File: src/rtl/debug_uart_rx.sv
// Debug-port 8N1 UART receiver: pin mux, resynchroniser, 16x oversample tick
// from the autobaud divisor, deframer FSM and a valid/ready holding register.
module debug_uart_rx #(
  parameter int unsigned DATA_BITS   = 8,
  parameter int unsigned SYNC_STAGES = 2
) (
  input  logic                 clk,
  input  logic                 rst_n,
  input  logic                 baud_wr,
  input  logic [7:0]           baud_div,
  input  logic [1:0]           rx_sel,
  input  logic                 rx1,
  input  logic                 rx2,
  input  logic                 rx3,
  output logic [DATA_BITS-1:0] rx_data,
  output logic                 rx_valid,
  input  logic                 rx_ready,
  input  logic                 err_clr,
  output logic                 frame_err,
  output logic                 overrun,
  output logic                 busy
);

  localparam int unsigned DIV_W  = 8;
  localparam int unsigned CNT_W  = DIV_W + 1;
  localparam int unsigned TCNT_W = 4;
  localparam int unsigned BCNT_W = $clog2(DATA_BITS + 1);

  typedef enum logic [2:0] {
    S_IDLE,
    S_START,
    S_DATA,
    S_STOP,
    S_BREAK
  } state_t;

  state_t                 state_q, state_n;
  logic                   pin_c;
  logic [SYNC_STAGES-1:0] sync_q;
  logic                   srx, srx_d;
  logic [DIV_W-1:0]       div_reg;
  logic [CNT_W-1:0]       cnt_q, term_c;
  logic                   div_zero_c, tick_c;
  logic [TCNT_W-1:0]      tcnt_q;
  logic [BCNT_W-1:0]      bcnt_q;
  logic [DATA_BITS-1:0]   shift_q;
  logic                   deliver_q;
  logic                   clr_c, start_ok_c, sample_c, stop_ok_c, stop_bad_c;

  // Pin select; an unselected line idles high
  always_comb begin
    case (rx_sel)
      2'd1:    pin_c = rx1;
      2'd2:    pin_c = rx2;
      2'd3:    pin_c = rx3;
      default: pin_c = 1'b1;
    endcase
  end

  always_ff @(posedge clk or negedge rst_n) begin
    if (!rst_n) begin
      sync_q <= '1;
      srx_d  <= 1'b1;
    end else begin
      sync_q <= {sync_q[SYNC_STAGES-2:0], pin_c};
      srx_d  <= srx;
    end
  end

  assign srx = sync_q[SYNC_STAGES-1];

  // Oversample tick: one pulse every 2*div_reg clocks
  assign div_zero_c = (div_reg == '0);
  assign term_c     = {div_reg, 1'b0} - CNT_W'(1);
  assign tick_c     = !div_zero_c && !baud_wr && (cnt_q == term_c);

  always_ff @(posedge clk or negedge rst_n) begin
    if (!rst_n) begin
      div_reg <= '0;
      cnt_q   <= '0;
    end else begin
      if (baud_wr) div_reg <= baud_div;
      if (baud_wr || clr_c || div_zero_c || cnt_q == term_c) cnt_q <= '0;
      else                                                    cnt_q <= cnt_q + CNT_W'(1);
    end
  end

  always_ff @(posedge clk or negedge rst_n) begin
    if (!rst_n) state_q <= S_IDLE;
    else        state_q <= state_n;
  end

  // Next state and datapath strobes; a divisor write aborts any frame
  always_comb begin
    state_n    = state_q;
    clr_c      = 1'b0;
    start_ok_c = 1'b0;
    sample_c   = 1'b0;
    stop_ok_c  = 1'b0;
    stop_bad_c = 1'b0;
    if (baud_wr || div_zero_c) begin
      state_n = S_IDLE;
    end else begin
      case (state_q)
        S_IDLE: begin
          if (srx_d && !srx) begin
            clr_c   = 1'b1;
            state_n = S_START;
          end
        end
        S_START: begin
          if (tick_c && tcnt_q == TCNT_W'(7)) begin
            if (srx) begin
              state_n = S_IDLE;
            end else begin
              start_ok_c = 1'b1;
              state_n    = S_DATA;
            end
          end
        end
        S_DATA: begin
          if (tick_c && tcnt_q == '1) begin
            sample_c = 1'b1;
            if (bcnt_q == BCNT_W'(DATA_BITS - 1)) state_n = S_STOP;
          end
        end
        S_STOP: begin
          if (tick_c && tcnt_q == '1) begin
            if (srx) begin
              stop_ok_c = 1'b1;
              state_n   = S_IDLE;
            end else begin
              stop_bad_c = 1'b1;
              state_n    = S_BREAK;
            end
          end
        end
        S_BREAK: begin
          if (srx) state_n = S_IDLE;
        end
        default: state_n = S_IDLE;
      endcase
    end
  end

  // Tick/bit counters and LSB-first shift register
  always_ff @(posedge clk or negedge rst_n) begin
    if (!rst_n) begin
      tcnt_q    <= '0;
      bcnt_q    <= '0;
      shift_q   <= '0;
      deliver_q <= 1'b0;
    end else begin
      if (clr_c || start_ok_c) tcnt_q <= '0;
      else if (tick_c)         tcnt_q <= tcnt_q + TCNT_W'(1);
      if (start_ok_c)    bcnt_q <= '0;
      else if (sample_c) bcnt_q <= bcnt_q + BCNT_W'(1);
      if (sample_c) shift_q <= {srx, shift_q[DATA_BITS-1:1]};
      deliver_q <= stop_ok_c;
    end
  end

  // Holding register and sticky flags; a set event beats err_clr
  always_ff @(posedge clk or negedge rst_n) begin
    if (!rst_n) begin
      rx_data   <= '0;
      rx_valid  <= 1'b0;
      frame_err <= 1'b0;
      overrun   <= 1'b0;
      busy      <= 1'b0;
    end else begin
      if (deliver_q && (!rx_valid || rx_ready)) begin
        rx_data  <= shift_q;
        rx_valid <= 1'b1;
      end else if (rx_valid && rx_ready) begin
        rx_valid <= 1'b0;
      end
      if (deliver_q && rx_valid && !rx_ready) overrun <= 1'b1;
      else if (err_clr)                       overrun <= 1'b0;
      if (stop_bad_c)   frame_err <= 1'b1;
      else if (err_clr) frame_err <= 1'b0;
      busy <= (state_n != S_IDLE);
    end
  end

endmodule

File: config.mk
export PLATFORM = sky130hd
export DESIGN_NAME = debug_uart_rx
export DESIGN_NICKNAME = d
export VERILOG_FILES = /design/src/rtl/debug_uart_rx.sv
export SDC_FILE = /design/constraint.sdc
export NUM_CORES = 1
export LEC_CHECK = 0
export CAP_MARGIN = 10
export CORE_ASPECT_RATIO = 1.25
export CORE_MARGIN = 2
export CORE_UTILIZATION = 51
export CTS_CLUSTER_DIAMETER = 50
export DETAILED_ROUTE_END_ITERATION = 8
export DONT_BUFFER_PORTS = 1
export PLACE_DENSITY = 0.77
export REMOVE_ABC_BUFFERS = 1
export SLEW_MARGIN = 0
export SYNTH_ARGS = -nofsm -noshare
export SYNTH_HDL_FRONTEND = slang
export SYNTH_SLANG_ARGS = --single-unit
File: constraint.sdc
create_clock -name clk -period 3 [get_ports clk]
set_input_delay 0.15 -clock clk [delete_from_list [all_inputs] [get_ports clk]]
set_output_delay 0.15 -clock clk [all_outputs]
set_load 0.03 [all_outputs]
==> results of run 1 <==
[through the flow]
step	cell area [µm²]	setup slack, ns
final	2949	0.3240
after global routing	2949	0.1121
after CTS	2949	0.3290
after detailed placement	2700	0.3511
after global placement	2700	0.4716
after floorplan	2615	0.5089
[synth_stat cells (all sizes together), types with 3 or more instances]
| cell type | count | area share |
|---|---|---|
| dfrtp | 49 | 0.46 |
| mux2 | 20 | 0.092 |
| nor2 | 16 | 0.023 |
| nand2 | 15 | 0.022 |
| inv | 14 | 0.020 |
| nand3 | 12 | 0.023 |
| o21ai | 9 | 0.017 |
| xor2 | 9 | 0.030 |
| a21oi | 7 | 0.013 |
| xnor2 | 6 | 0.030 |
| ha | 5 | 0.024 |
| nor4 | 5 | 0.016 |
| o2111ai | 5 | 0.019 |
| and3 | 4 | 0.0094 |
| buf | 4 | 0.014 |
| nor3 | 4 | 0.012 |
| and2 | 3 | 0.0071 |
| dfstp | 3 | 0.030 |
| mux2i | 3 | 0.011 |
| nand2b | 3 | 0.0071 |
[critical path, cell delays in order (launching register included)]
cell and delay (ns):
dfrtp_1 0.47, inv_1 0.13, ha_1 0.25, nor4bb_1 0.25
o2111ai_1 0.21, a221oi_4 0.33, o2111ai_2 0.35, buf_4 0.28
mux2_4 0.30
[power groups by stage]
stage / Clock (mW) / Sequential, mW / Combinational [mW]
after floorplan: 0 / 0.781 / 0.0995
after global placement: 0 / 0.791 / 0.114
after detailed placement: 0 / 0.792 / 0.119
after CTS: 0.498 / 0.779 / 0.151
after global routing: 0.523 / 0.785 / 0.170
final: 0.487 / 0.779 / 0.149
[worst paths after layout]
| kind | from | to | slack (ns) | cells after the start |
|---|---|---|---|---|
| worst min register to register | sync_q[0] | sync_q[1] | 0.36 | 0 |
| worst min-delay path | baud_div[5] | div_reg[5] | 0.009 | 1 |
| min in group asynchronous | rst_n | state_q[1] | 0.36 | 2 |
| worst max register to register | div_reg[0] | shift_q[4] | 0.32 | 8 |
| worst max-delay path | div_reg[0] | shift_q[4] | 0.32 | 8 |
| max in group asynchronous | rst_n | sync_q[1] | 2.37 | 2 |
[cells by family (layout without fill, tap and decap cells)]
kind of cell    after synthesis  count (layout)  synth area share
simple gates                 79              79            0.1696
xor+xnor                     15              15           0.05935
compound gates               41              41            0.1178
mux                          23              23            0.1032
flops                        52              52            0.4913
fa+ha+maj                     5               5           0.02355
buf+inv                      19              35           0.03532
[cell type report]
type | count | area, µm² | area share
Clock buffer | 6 | 72.57 | 0.02461
Clock inverter | 2 | 38.79 | 0.01315
Inverter | 14 | 52.55 | 0.01782
Multi-Input combinational cell | 163 | 1257 | 0.4264
Sequential cell | 52 | 1305 | 0.4425
Tap cell | 62 | 77.57 | 0.02630
Timing Repair Buffer | 13 | 145.1 | 0.04922
[metal layers]
layer	global-route usage	wire length, µm	vias up	share of wire
met3	0.03485	182	17	0.036
met4	0.1000	192	0	0.038
met5	0	0	-	0
met1	0.2493	2178	901	0.43
met2	0.3059	2485	40	0.49
li1	-	-	875	-
[timing repair]
action | in CTS | in global routing
endpoints found under the hold margin | 62 | 0
resized for setup | 0 | 0
hold buffers | 12 | 0
==> metrics.cfg, run 1 <==
[sta]
finalClockSkew_ns=0.01278
slew_headroom=0.6338
finalSetupTns_ns=0
clock.fmax_mhz=373.7
rsz0062_at_grt=no
finalSetupViolCount=0
post-route-period-util=0.8920
hold_viol=0
worst_hold_slack_ns=0.009034
min_period_ns=2.676
drv_slew=0
worst_pin_slew_ns=0.5493

[flow_run]
drv_cap=0

[status]
outcome=finished clean

[synthesis]
ys_types=56
ys_seq_area_frac=0.4913
synth_edf_count=0
synthArstFlopShare=1.000
avgSynthCellArea_um2=11.35
ys_ff_latch=52
synthCells=234
syn_area_um2=2656
yosys_warnings=0
synthFlopType=dfrtp_1

[setup_path]
required_ns=3.20
critPathKind=reg2reg
crit_path_end_kind=flip-flop
start_kind=flip-flop
cp_max_fo=8
worstPathArrival_ns=2.87

[placed_design]
numPortBuffers=0
place_congestion=0.8830
placed_cells=292
dp_hpwl_um=3605

[finish]
final_cell_mix=49 x dfrtp_1, 16 x nor2_1, 15 x mux2_2
nNetsFinal=272
n_antenna_cell=0
drive_above_1_share=0.1800
area_growth_pct=11.02
post-route-util=0.5847
final_common_cell=dfrtp_1
stdcell_count=312
regMostFlops=cnt_q
largest_reg_flops=9
fillers=419

[clock_tree]
clk_latency_ns=0.31
post_cts_buffers=0
clk_pin_slew_worst_paths_ns=0.10
cts_root_buffer=clkbuf_8
cts_buffer_depth=2
cts_buffers=5
tritoncts=built
cts_max_level=2
cts_sinks=52

[detailed_routing]
vias=1833
drt_iter0_markers=88
wl_per_cell_um=16.15
routed_wl_um=5038
drt_pre_antenna_iters=4
routed_via_density=5.875
ant_nets=0
drc_errors=0

[grt]
track_usage=0.1940
antenna_found_initial=0
grt_pass1_vias=1843
grt_max_degree=53
grt-ovfl-total=0
grt_pass1_wl_um=8473

[hold_path]
hold_path_class=in2reg

[power]
p_leak_nw=1.350
intPower_mw=1.055
ir_drop_uv=333.8
power_frac_comb=0.105
power.switching_uw=361.1
p_sw_frac=0.2551
clkPwrFrac=0.344
cellPowerDensity_nw_per_um2=480.0
p_total_mw=1.416
p_seq_frac=0.550

[die]
coreArea_um2=5044
die_x_um=68.55
die-area_um2=5806
die_h_um=84.69
start_util=0.5267
fp-row-count=29
io_pins=30

Power figures use the tool's default switching activity.
==> run 2, diff against run 1 <==
--- a/config.mk
+++ b/config.mk
@@ -7,8 +7,8 @@
 export LEC_CHECK = 0
 export CAP_MARGIN = 10
 export CORE_ASPECT_RATIO = 1.25
-export CORE_MARGIN = 2
 export CORE_UTILIZATION = 51
+export CTS_BUF_LIST = sky130_fd_sc_hd__clkbuf_8
 export CTS_CLUSTER_DIAMETER = 50
 export DETAILED_ROUTE_END_ITERATION = 8
 export DONT_BUFFER_PORTS = 1
==> metrics.cfg, run 2 (synthesis results as in run 1) <==
[status]
outcome=finished clean

[setup_path]
reg2reg_slack_ns=0.36
reg2reg_from=div_reg[0]
reg2reg_to=shift_q[3]
max_stage_delay_ns=0.48
crit_path_end_kind=flip-flop
startpoint=div_reg[0]
cp_max_fo=9
start_kind=flip-flop
required_ns=3.20
critPathKind=reg2reg
worstPathArrival_ns=2.83
reg2reg_depth=8
endpoint=shift_q[3]
worstPathCellList=inv_1 -> ha_1 -> nor2b_1 -> a21o_2 -> a221oi_4 -> o2111ai_2 -> buf_4 -> mux2_4
critPathSlowestCell=dfrtp_1

[placed_design]
numPortBuffers=0
post-place-ws_ns=0.3462
dp_hpwl_um=3392
place_area_um2=2700
place_congestion=0.8339
placed_cells=292

[die]
die-area_um2=5503
io_pins=30
die_x_um=66.55
fp-row-count=29
coreArea_um2=5044
die_h_um=82.69
start_util=0.5267

[sta]
finalSetupViolCount=0
worst_hold_slack_ns=0.03002
min_period_ns=2.639
drv_slew=0
slew_headroom=0.6381
hold_viol=0
post-route-period-util=0.8795
finalSetupTns_ns=0
rsz0062_at_grt=no
clock.fmax_mhz=379.0
worst_pin_slew_ns=0.5428
finalClockSkew_ns=0.007226
fin_ws_ns=0.3614

[finish]
post-route-util=0.5877
area_growth_pct=11.59
final_common_cell=dfrtp_1
final_area_um2=2964
nNetsFinal=275
stdcell_count=315
drive_above_1_share=0.1818
largest_reg_flops=9
n_antenna_cell=0
regMostFlops=cnt_q
final_cell_mix=49 x dfrtp_1, 16 x nor2_1, 15 x mux2_2

[grt]
grt_max_degree=53
grt_pass1_vias=1751
track_usage=0.1950
grt_pass1_wl_um=8038
antenna_found_initial=0
grt-ovfl-total=0

[power]
p_total_mw=1.346
ir_drop_uv=241.6
cellPowerDensity_nw_per_um2=454.2
p_leak_nw=1.359

[detailed_routing]
drt_iter0_markers=68
vias=1793
routed_via_density=5.692
routed_wl_um=4871
ant_nets=0
drt_pre_antenna_iters=4
wl_per_cell_um=15.46
drc_errors=0

[clock_tree]
cts_buffer_depth=2
clk_latency_ns=0.30
cts_max_level=2
cts_root_buffer=clkbuf_8
cts_buffers=5
cts_sinks=52
post_cts_buffers=0
tritoncts=built
clk_pin_slew_worst_paths_ns=0.09

[flow_run]
drv_cap=0

[hold_path]
worstHoldStart=rx_sel[1]
hold_path_class=in2reg

==> run 2: layout make-up <==
type / count / area, µm²
tap: 62 / 77.57
inverter: 14 / 52.55
sequential: 52 / 1305
clock inverter: 2 / 13.76
clock buffer: 6 / 82.58
timing repair buffer: 16 / 175.2
multi-input combinational: 163 / 1257
fill: 407 / 2079
==> run 2: how the worst min path moves through the flow <==
stage / slack, ns / to / cells after the start
after floorplan: -0.15 / bcnt_q[0] / 0
after global placement: -0.14 / rx_data[3] / 0
after detailed placement: -0.14 / rx_data[3] / 0
after CTS: 0.002 / div_reg[4] / 1
after global routing: 0.03 / sync_q[0] / 2
final: 0.03 / sync_q[0] / 2
==> run 2: timing repair <==
item,CTS,global route
hold buffers,14,1
resized for setup,0,0
hold endpoints to repair,63,1
==> run 2: worst max-delay path: cells and delay by family (launching register included) <==
family,cells,cell delay [ns]
fa+ha+maj,1,0.27
simple gates,1,0.16
compound gates,3,0.94
mux,1,0.29
flops,1,0.48
buf+inv,2,0.39
==> run 2: metal layers <==
layer | global-route usage | up-vias | wire, µm
met5 | 0 | - | 0
met4 | 0.08085 | 0 | 119
li1 | - | 875 | -
met2 | 0.3313 | 25 | 2437
met3 | 0.03846 | 11 | 105
met1 | 0.2403 | 882 | 2208
==> run 2: power breakdown <==
group / internal [mW] / switching (mW)
Combinational: 0.0736 / 0.0808
Sequential: 0.732 / 0.0469
Clock: 0.189 / 0.224
